==> src/rtl/led_frame_streamer_pkg.sv <==
// Shared definitions for the LED frame path: memory geometry, streamer states
// and the default WS2812 timing for the board clock.
package led_frame_streamer_pkg;

    localparam int MEM_ADDR_W = 9;
    localparam int MEM_DATA_W = 8;

    // 48 MHz board clock: 1.25 us bit, 0.35 us / 0.73 us high, 62.5 us latch
    localparam int DEF_NUM_BYTES    = 72;
    localparam int DEF_BIT_CYCLES   = 60;
    localparam int DEF_T0H_CYCLES   = 17;
    localparam int DEF_T1H_CYCLES   = 35;
    localparam int DEF_LATCH_CYCLES = 3000;

    typedef enum logic [1:0] {
        ST_IDLE  = 2'd0,
        ST_PRIME = 2'd1,
        ST_SEND  = 2'd2,
        ST_LATCH = 2'd3
    } stream_state_t;

    function automatic int high_cycles(input logic bit_value, input int t0h, input int t1h);
        return bit_value ? t1h : t0h;
    endfunction

endpackage

==> src/rtl/led_frame_streamer_ws_bit_encoder.sv <==
// One-wire bit encoder: a bit_start strobe launches one BIT_CYCLES-long bit
// period whose high time depends on the bit value; bit_end marks its last cycle.
module led_frame_streamer_ws_bit_encoder
    import led_frame_streamer_pkg::*;
#(
    parameter int BIT_CYCLES = DEF_BIT_CYCLES,
    parameter int T0H_CYCLES = DEF_T0H_CYCLES,
    parameter int T1H_CYCLES = DEF_T1H_CYCLES
) (
    input  logic clock,
    input  logic reset,
    input  logic bit_start,
    input  logic bit_value,
    output logic led_data,
    output logic bit_end
);

    localparam int CNT_W = $clog2(BIT_CYCLES + 1);
    localparam logic [CNT_W-1:0] LAST_CNT = CNT_W'(BIT_CYCLES - 1);
    localparam logic [CNT_W-1:0] ONE_CNT  = CNT_W'(1);

    logic [CNT_W-1:0] bit_cnt_r;
    logic [CNT_W-1:0] next_cnt_s;
    logic [CNT_W-1:0] high_cnt_s;
    logic             active_r;
    logic             value_r;
    logic             led_r;
    logic             bit_end_s;

    // Derive the high time of the current bit and the end-of-period flag
    always_comb begin
        high_cnt_s = CNT_W'(high_cycles(value_r, T0H_CYCLES, T1H_CYCLES));
        next_cnt_s = bit_cnt_r + ONE_CNT;
        bit_end_s  = active_r && (bit_cnt_r == LAST_CNT);
    end

    // Bit period counter and registered line level; a new start wins over bit end
    always_ff @(posedge clock or posedge reset) begin
        if (reset) begin
            bit_cnt_r <= {CNT_W{1'b0}};
            active_r  <= 1'b0;
            value_r   <= 1'b0;
            led_r     <= 1'b0;
        end else if (bit_start) begin
            bit_cnt_r <= {CNT_W{1'b0}};
            active_r  <= 1'b1;
            value_r   <= bit_value;
            led_r     <= 1'b1;
        end else if (bit_end_s) begin
            bit_cnt_r <= {CNT_W{1'b0}};
            active_r  <= 1'b0;
            led_r     <= 1'b0;
        end else if (active_r) begin
            bit_cnt_r <= next_cnt_s;
            led_r     <= (next_cnt_s < high_cnt_s);
        end else begin
            led_r     <= 1'b0;
        end
    end

    assign led_data = led_r;
    assign bit_end  = bit_end_s;

endmodule

==> src/rtl/led_frame_streamer.sv <==
// Frame reader: fetches NUM_BYTES from the frame memory with one-byte prefetch
// and streams them MSB-first onto the LED line, followed by the latch gap.
module led_frame_streamer
    import led_frame_streamer_pkg::*;
#(
    parameter int NUM_BYTES    = DEF_NUM_BYTES,
    parameter int BIT_CYCLES   = DEF_BIT_CYCLES,
    parameter int T0H_CYCLES   = DEF_T0H_CYCLES,
    parameter int T1H_CYCLES   = DEF_T1H_CYCLES,
    parameter int LATCH_CYCLES = DEF_LATCH_CYCLES
) (
    input  logic                  clock,
    input  logic                  reset,
    input  logic                  start,
    output logic                  busy,
    output logic                  done,
    output logic                  perform_read,
    output logic [MEM_ADDR_W-1:0] read_address,
    input  logic [MEM_DATA_W-1:0] read_data,
    input  logic                  read_data_ready,
    output logic                  led_data
);

    localparam int LCNT_W = $clog2(LATCH_CYCLES + 1);
    localparam logic [MEM_ADDR_W-1:0] LAST_BYTE  = MEM_ADDR_W'(NUM_BYTES - 1);
    localparam logic [MEM_ADDR_W-1:0] ONE_ADDR   = MEM_ADDR_W'(1);
    localparam logic [LCNT_W-1:0]     LAST_LATCH = LCNT_W'(LATCH_CYCLES - 1);
    localparam logic [LCNT_W-1:0]     ONE_LATCH  = LCNT_W'(1);

    stream_state_t         state_r;
    stream_state_t         state_s;
    logic [MEM_ADDR_W-1:0] byte_idx_r;
    logic [MEM_ADDR_W-1:0] next_idx_s;
    logic [MEM_ADDR_W-1:0] fetch_addr_s;
    logic [MEM_ADDR_W-1:0] read_address_r;
    logic [2:0]            bit_idx_r;
    logic [MEM_DATA_W-1:0] shift_r;
    logic [MEM_DATA_W-1:0] next_byte_r;
    logic [LCNT_W-1:0]     latch_cnt_r;
    logic                  busy_r;
    logic                  done_r;
    logic                  perform_read_r;
    logic                  bit_start_s;
    logic                  bit_value_s;
    logic                  bit_end_s;
    logic                  fetch_s;
    logic                  last_byte_s;
    logic                  latch_end_s;

    // State register
    always_ff @(posedge clock or posedge reset) begin
        if (reset) begin
            state_r <= ST_IDLE;
        end else begin
            state_r <= state_s;
        end
    end

    // Next state, bit launches and memory fetch requests
    always_comb begin
        state_s      = state_r;
        bit_start_s  = 1'b0;
        bit_value_s  = 1'b0;
        fetch_s      = 1'b0;
        fetch_addr_s = {MEM_ADDR_W{1'b0}};
        next_idx_s   = byte_idx_r + ONE_ADDR;
        last_byte_s  = (byte_idx_r == LAST_BYTE);
        latch_end_s  = (state_r == ST_LATCH) && (latch_cnt_r == LAST_LATCH);
        case (state_r)
            ST_IDLE: begin
                // a start landing on the done cycle is dropped on purpose
                if (start && !done_r) begin
                    state_s = ST_PRIME;
                    fetch_s = 1'b1;
                end else begin
                    state_s = ST_IDLE;
                end
            end
            ST_PRIME: begin
                if (read_data_ready) begin
                    state_s      = ST_SEND;
                    bit_start_s  = 1'b1;
                    bit_value_s  = read_data[MEM_DATA_W-1];
                    fetch_s      = (LAST_BYTE != {MEM_ADDR_W{1'b0}});
                    fetch_addr_s = ONE_ADDR;
                end else begin
                    state_s = ST_PRIME;
                end
            end
            ST_SEND: begin
                if (!bit_end_s) begin
                    state_s = ST_SEND;
                end else if (bit_idx_r != 3'd0) begin
                    bit_start_s = 1'b1;
                    bit_value_s = shift_r[MEM_DATA_W-2];
                end else if (last_byte_s) begin
                    state_s = ST_LATCH;
                end else begin
                    bit_start_s  = 1'b1;
                    bit_value_s  = next_byte_r[MEM_DATA_W-1];
                    fetch_s      = (next_idx_s < LAST_BYTE);
                    fetch_addr_s = next_idx_s + ONE_ADDR;
                end
            end
            ST_LATCH: begin
                if (latch_end_s) begin
                    state_s = ST_IDLE;
                end else begin
                    state_s = ST_LATCH;
                end
            end
            default: begin
                state_s = ST_IDLE;
            end
        endcase
    end

    // Byte/bit bookkeeping, shift register, prefetch buffer and latch timer
    always_ff @(posedge clock or posedge reset) begin
        if (reset) begin
            byte_idx_r  <= {MEM_ADDR_W{1'b0}};
            bit_idx_r   <= 3'd0;
            shift_r     <= {MEM_DATA_W{1'b0}};
            next_byte_r <= {MEM_DATA_W{1'b0}};
            latch_cnt_r <= {LCNT_W{1'b0}};
        end else begin
            case (state_r)
                ST_PRIME: begin
                    if (read_data_ready) begin
                        shift_r    <= read_data;
                        byte_idx_r <= {MEM_ADDR_W{1'b0}};
                        bit_idx_r  <= 3'd7;
                    end
                    latch_cnt_r <= {LCNT_W{1'b0}};
                end
                ST_SEND: begin
                    if (read_data_ready) begin
                        next_byte_r <= read_data;
                    end
                    if (bit_end_s && (bit_idx_r != 3'd0)) begin
                        shift_r   <= {shift_r[MEM_DATA_W-2:0], 1'b0};
                        bit_idx_r <= bit_idx_r - 3'd1;
                    end else if (bit_end_s && !last_byte_s) begin
                        shift_r    <= next_byte_r;
                        byte_idx_r <= next_idx_s;
                        bit_idx_r  <= 3'd7;
                    end
                    latch_cnt_r <= {LCNT_W{1'b0}};
                end
                ST_LATCH: begin
                    latch_cnt_r <= latch_end_s ? {LCNT_W{1'b0}} : (latch_cnt_r + ONE_LATCH);
                end
                default: begin
                    latch_cnt_r <= {LCNT_W{1'b0}};
                end
            endcase
        end
    end

    // Registered status and memory port outputs
    always_ff @(posedge clock or posedge reset) begin
        if (reset) begin
            busy_r         <= 1'b0;
            done_r         <= 1'b0;
            perform_read_r <= 1'b0;
            read_address_r <= {MEM_ADDR_W{1'b0}};
        end else begin
            busy_r         <= (state_s != ST_IDLE);
            done_r         <= latch_end_s;
            perform_read_r <= fetch_s;
            if (fetch_s) begin
                read_address_r <= fetch_addr_s;
            end
        end
    end

    led_frame_streamer_ws_bit_encoder #(
        .BIT_CYCLES (BIT_CYCLES),
        .T0H_CYCLES (T0H_CYCLES),
        .T1H_CYCLES (T1H_CYCLES)
    ) u_bit_encoder (
        .clock     (clock),
        .reset     (reset),
        .bit_start (bit_start_s),
        .bit_value (bit_value_s),
        .led_data  (led_data),
        .bit_end   (bit_end_s)
    );

    assign busy         = busy_r;
    assign done         = done_r;
    assign perform_read = perform_read_r;
    assign read_address = read_address_r;

endmodule

==> config.mk <==
export PLATFORM = sky130hd
export DESIGN_NAME = led_frame_streamer
export DESIGN_NICKNAME = d
export VERILOG_FILES = /design/src/rtl/led_frame_streamer_pkg.sv /design/src/rtl/led_frame_streamer_ws_bit_encoder.sv /design/src/rtl/led_frame_streamer.sv
export SDC_FILE = /design/constraint.sdc
export NUM_CORES = 1
export LEC_CHECK = 0
export CAP_MARGIN = 20
export CELL_PAD_IN_SITES_DETAIL_PLACEMENT = 1
export CELL_PAD_IN_SITES_GLOBAL_PLACEMENT = 2
export CORE_MARGIN = 2
export CORE_UTILIZATION = 38
export DETAILED_ROUTE_END_ITERATION = 7
export GPL_ROUTABILITY_DRIVEN = 0
export GPL_TIMING_DRIVEN = 0
export PLACE_DENSITY_LB_ADDON = 0.1
export SYNTH_ARGS = -nofsm -noshare
export SYNTH_HDL_FRONTEND = slang
export SYNTH_SLANG_ARGS = --single-unit
==> constraint.sdc <==
create_clock -name clock -period 3.1 [get_ports clock]
set_input_delay 0.775 -clock clock [delete_from_list [all_inputs] [get_ports clock]]
set_output_delay 0.775 -clock clock [all_outputs]
set_load 0.05 [all_outputs]
-- Word-level counts from Yosys, hierarchy flattened
Cells that the tools add are included.
- bits in registers: 62
- word-level logic and storage cells: 97
- $add $sub $neg: 5
- magnitude comparators: 2
- eq/ne operators: 10
- mux-type cells: 50
- reductions and logical operators: 16
- operators by type and width (kind ; count):
    9-bit 2-to-1 mux ; 6
    9-bit one-hot mux with 2 select lines ; 2
    12-bit 2-to-1 mux ; 2
    6-bit 2-to-1 mux ; 4
    7-bit 2-to-1 mux ; 3
    1-bit 2-to-1 mux ; 19
    9-bit by 1-bit adder with 9-bit output (second input constant) ; 2
    7-bit one-hot mux with 2 select lines ; 1
    12-bit by 1-bit adder with 12-bit output (second input constant) ; 1
    12-bit == test (second input constant) ; 1
    2-bit 2-to-1 mux ; 5
    9-bit by 7-bit == test with 1-bit output (second input constant) ; 1
    9-bit by 7-bit < comparator with 1-bit output (second input constant) ; 1
    3-bit 2-to-1 mux ; 3
    2-bit one-hot mux with 4 select lines ; 1
    6-bit by 1-bit adder with 6-bit output (second input constant) ; 1
    6-bit == test (second input constant) ; 1
    6-bit < comparator ; 1
    2-bit != test (second input constant) ; 3
    3-bit one-hot mux with 2 select lines ; 1
    2-bit nonzero test ; 3
    3-bit nonzero test ; 2
    1-bit logical AND ; 5
    2-bit == test (second input constant) ; 2
    other kinds (10) ; 12

-- Logic depth before layout (Yosys ltp)
- depth in word-level cells: 6
- mapped depth: 9
- depth with buffers taken out: 9

-- Hierarchy
Synthesis repeated with hierarchy kept, for this count alone.
- cell total of the unflattened synthesis: 359
- area total of the unflattened synthesis: 3533.4 µm²
- modules (own cells, without submodules) (module ; instances ; cells each ; area an instance (µm²) ; sequential area each (µm²)):
    led_frame_streamer ; 1 ; 303 ; 2970.3 ; 1326.3
    led_frame_streamer_ws_bit_encoder ; 1 ; 56 ; 563.0 ; 225.2

-- Worst setup path before layout
OpenSTA, ideal clock, no wires.
- kind: register -> register
- from: reg state_r[0]
- to: reg read_address_r[0], in the netlist read_address[0]
- data arrival time: 2.464 ns
- path slack: 0.511 ns
- cell stages (with the launch flop): 9
- path buffers: 0
- clock period less this slack: 2.589 ns
- cells stage by stage: dfrtp_1 > inv_1 > ha_1 > inv_2 > or4_4 > nor2_4 > o2111ai_2 > a31oi_4 > mux2_4
- word-level cells in the longest chain between the ends: 2
- ends and longest elaborated chain (element ; RTL line ; RTL):
    start, declared ; led_frame_streamer.sv:30 ; stream_state_t state_r;
    start signal, assigned ; led_frame_streamer.sv:55 ; state_r <= state_s;
    2-bit == test (tied with other cells) ; led_frame_streamer.sv:69 ; case (state_r)
    1-bit one-hot mux with 3 select lines (*) ; led_frame_streamer.sv:69 ;
    net fetch_s ; led_frame_streamer.sv:46 ; logic fetch_s;
    end signal, assigned ; led_frame_streamer.sv:166 ; read_address_r <= {MEM_ADDR_W{1'b0}};
    end signal, assigned ; led_frame_streamer.sv:172 ; read_address_r <= fetch_addr_s;
    end, declared ; led_frame_streamer.sv:35 ; logic [MEM_ADDR_W-1:0] read_address_r;
The timed path passes the listed nets; every way through them passes the cells marked *.
A chain may end at the register's enable or synchronous reset.

-- Final worst setup path
- from: reg state_r[0]
- to: reg read_address_r[1], in the netlist read_address[1]
The elaborated chain is that of the path after synthesis.

==> results.cfg <==
[status]
status = finished, final reports clean

[cells_and_area]
antenna_cells = 0
n_fill_cell = 1009
fin_nets = 403
fin_area_um2 = 4060
area_delta_synth_final_pct = 17.9
seqCellArea_um2 = 1550
fin_cells = 490
final_cell_mix = 62 x dfrtp_1, 34 x nand2_1, 32 x nor2_1
drive_gt1_frac = 0.131
layout_commonest_cell = dfrtp_1
multi_input_area_um2 = 1780

[flow_run]
maxCapViolCount = 0

[critical_path]
required_ns = 3.33
critPathCapture = read_address[1]$_DFFE_PP0P_
crit_fanout = 10
rrSetupSlack_ns = 0.30
r2r_cells = 9
crit_cells = 9
r2r_end = read_address[1]$_DFFE_PP0P_
r2r-start = state_r[0]$_DFF_PP0_
cp_cell_sequence = inv_1 -> ha_1 -> inv_2 -> or4_4 -> nor2_4 -> o2111ai_2 -> a31oi_4 -> buf_12 -> mux2_4
worst_ep_arrival_time_ns = 3.02
crit_type = reg2reg
worst_path_max_delay_cell = or4_4
critPathMaxStageDelay_ns = 0.60
critPathTopFamily = simple AND/OR/NAND/NOR gates
cp-startpoint = state_r[0]$_DFF_PP0_
critPathBufInv = 3
startpoint_type = flip-flop
end_kind = flip-flop

[cts]
cts_setup_buffers = 0
clock-sinks = 62
insertion_delay_ns = 0.34
htree_levels = 3
cts_resized = 0
cts_made_buffers = 9
cts_buffer_depth = 2
clk_pin_slew_worst_paths_ns = 0.07
ctsRootBufferMaster = clkbuf_8
cts_tree = done
cts_hold_buf = 0

[synthesis]
ys_seq_elements = 62
synthCells = 340
synth-edff-count = 0
yosysSeqAreaShare = 0.451
yosys.cell_types.count = 51
async_flop_share = 1.00
netlist_area_um2 = 3440
ys.flop_type = dfrtp_1
ys_warn_count = 0
syn_avg_cell_area_um2 = 10.1
syn_nets = 366

[power_and_ir_drop]
p_per_area_nw_per_um2 = 397
ir_drop_mv = 0.187
power.leakage_uw = 0.00178

[floorplanning]
pin_count = 25
start_util = 0.393
core_um2 = 8760
fp-row-count = 34
die_y_um = 99.2
die_w_um = 99.2
dieArea_um2 = 9840

[placement]
dp_cells = 473
io_buffers = 24
dp_slack_ns = 0.132
postPlaceCellArea_um2 = 3840
dpl.hpwl_mm = 5.48

[timing]
fin_tns_setup_ns = 0
period_needed_ns = 2.80
fmax_mhz = 358
hold_viol_final = 0
worst_slew_pin_slew_ns = 0.610
finalCritPeriodShare = 0.902
rsz0062_at_grt = no
setup-violations-final = 0
fin_ws_ns = 0.303
fin_skew_ns = 0.00606
holdWs_ns = 0.481
relSlewSlack = 0.591
drv_slew = 0

[route]
drt_iter0_markers = 55
ant_nets = 0
wl_mm = 7.63
viasPerCell = 5.18
drc = 0
wire_per_inst_um = 15.6
vias = 2540
drtPass1Iterations = 4

[grt]
track_usage = 0.170
grt_pass1_wl_mm = 13.3
antenna_found_initial = 0
grt_pass1_vias = 2734
grt_max_degree = 38
grt-ovfl-total = 0

[hold_path]
hp-class = reg2reg
## logic make-up (layout without fill, tap and decap cells)
group | Yosys count | after routing | share of synthesized area
AOI/OAI and AO/OA | 60 | 60 | 0.127
xor gates and xnor gates | 24 | 24 | 0.0610
muxes | 27 | 27 | 0.0919
DFF | 62 | 62 | 0.451
and+or+nand+nor | 128 | 128 | 0.187
adders and majority gates | 14 | 14 | 0.0509
buffers and inverters | 25 | 67 | 0.0312
## Yosys cell counts, drive strengths merged, types with 4 or more instances
library cell,number,area (um2)
o211ai,4,35.0
nand4,4,25.0
nor3,4,20.0
ha,14,175
a21o,6,45.0
o31ai,8,60.1
mux2i,11,110
nand3,16,80.1
a211oi,7,52.6
o21ai,15,75.1
and3,5,31.3
a21oi,6,30.0
xnor2,12,105
nor2b,4,25.0
and2,5,31.3
dfrtp,62,1550
xor2,12,105
buf,5,32.5
nand2,34,128
mux2,16,206
nor2,34,138
nand2b,6,37.5
inv,13,48.8
clkbuf,7,26.3
## power by group
group / switching, uW / total [uW] / internal, uW
sequential: 4.59 / 824 / 819
combinational: 28.0 / 55.6 / 27.6
clock: 321 / 732 / 411
## final cells by class
class | count | share of cell area
timing repair buffer | 26 | 0.0691
multi-input combinational | 253 | 0.440
inverter | 13 | 0.0120
buffer | 12 | 0.0145
tap | 108 | 0.0333
clock inverter | 4 | 0.0111
clock buffer | 12 | 0.0382
sequential | 62 | 0.382
## through the flow
step / total power (uW) / util
CTS: 1640 / 0.461
floorplan: 868 / -
detailed placement: 897 / 0.438
global placement: 893 / 0.436
finish: 1610 / 0.463
global route: 1690 / 0.463
## sequential cells by signal, summed over array words and instances (netlist names), 2 cells and up
name                     cells
bit_idx_r                    3
u_bit_encoder.bit_cnt_r      6
latch_cnt_r                 12
read_address                 9
next_byte_r                  8
byte_idx_r                   9
shift_r                      7
state_r                      2
## worst min-delay path by stage
| stage | slack (ns) | from | end | depth (start not counted) |
|---|---|---|---|---|
| detailed placement | 0.47 | shift_r[6]$_DFFE_PP0P_ | shift_r[6]$_DFFE_PP0P_ | 1 |
| global route | 0.50 | shift_r[6]$_DFFE_PP0P_ | shift_r[6]$_DFFE_PP0P_ | 1 |
| finish | 0.48 | shift_r[2]$_DFFE_PP0P_ | shift_r[2]$_DFFE_PP0P_ | 1 |
| CTS | 0.48 | shift_r[6]$_DFFE_PP0P_ | shift_r[6]$_DFFE_PP0P_ | 1 |
| floorplan | 0.45 | shift_r[0]$_DFFE_PP0P_ | shift_r[0]$_DFFE_PP0P_ | 2 |
| global placement | 0.46 | shift_r[2]$_DFFE_PP0P_ | shift_r[2]$_DFFE_PP0P_ | 1 |
## per-layer routing
metal	GRT usage	up-vias	share of wire
met4	0.0558	0	0.0077
met2	0.267	29	0.46
met3	0.0422	6	0.025
met5	0	-	0
li1	-	1273	-
met1	0.231	1232	0.50
Note: power is estimated with default switching activity, not from simulation.
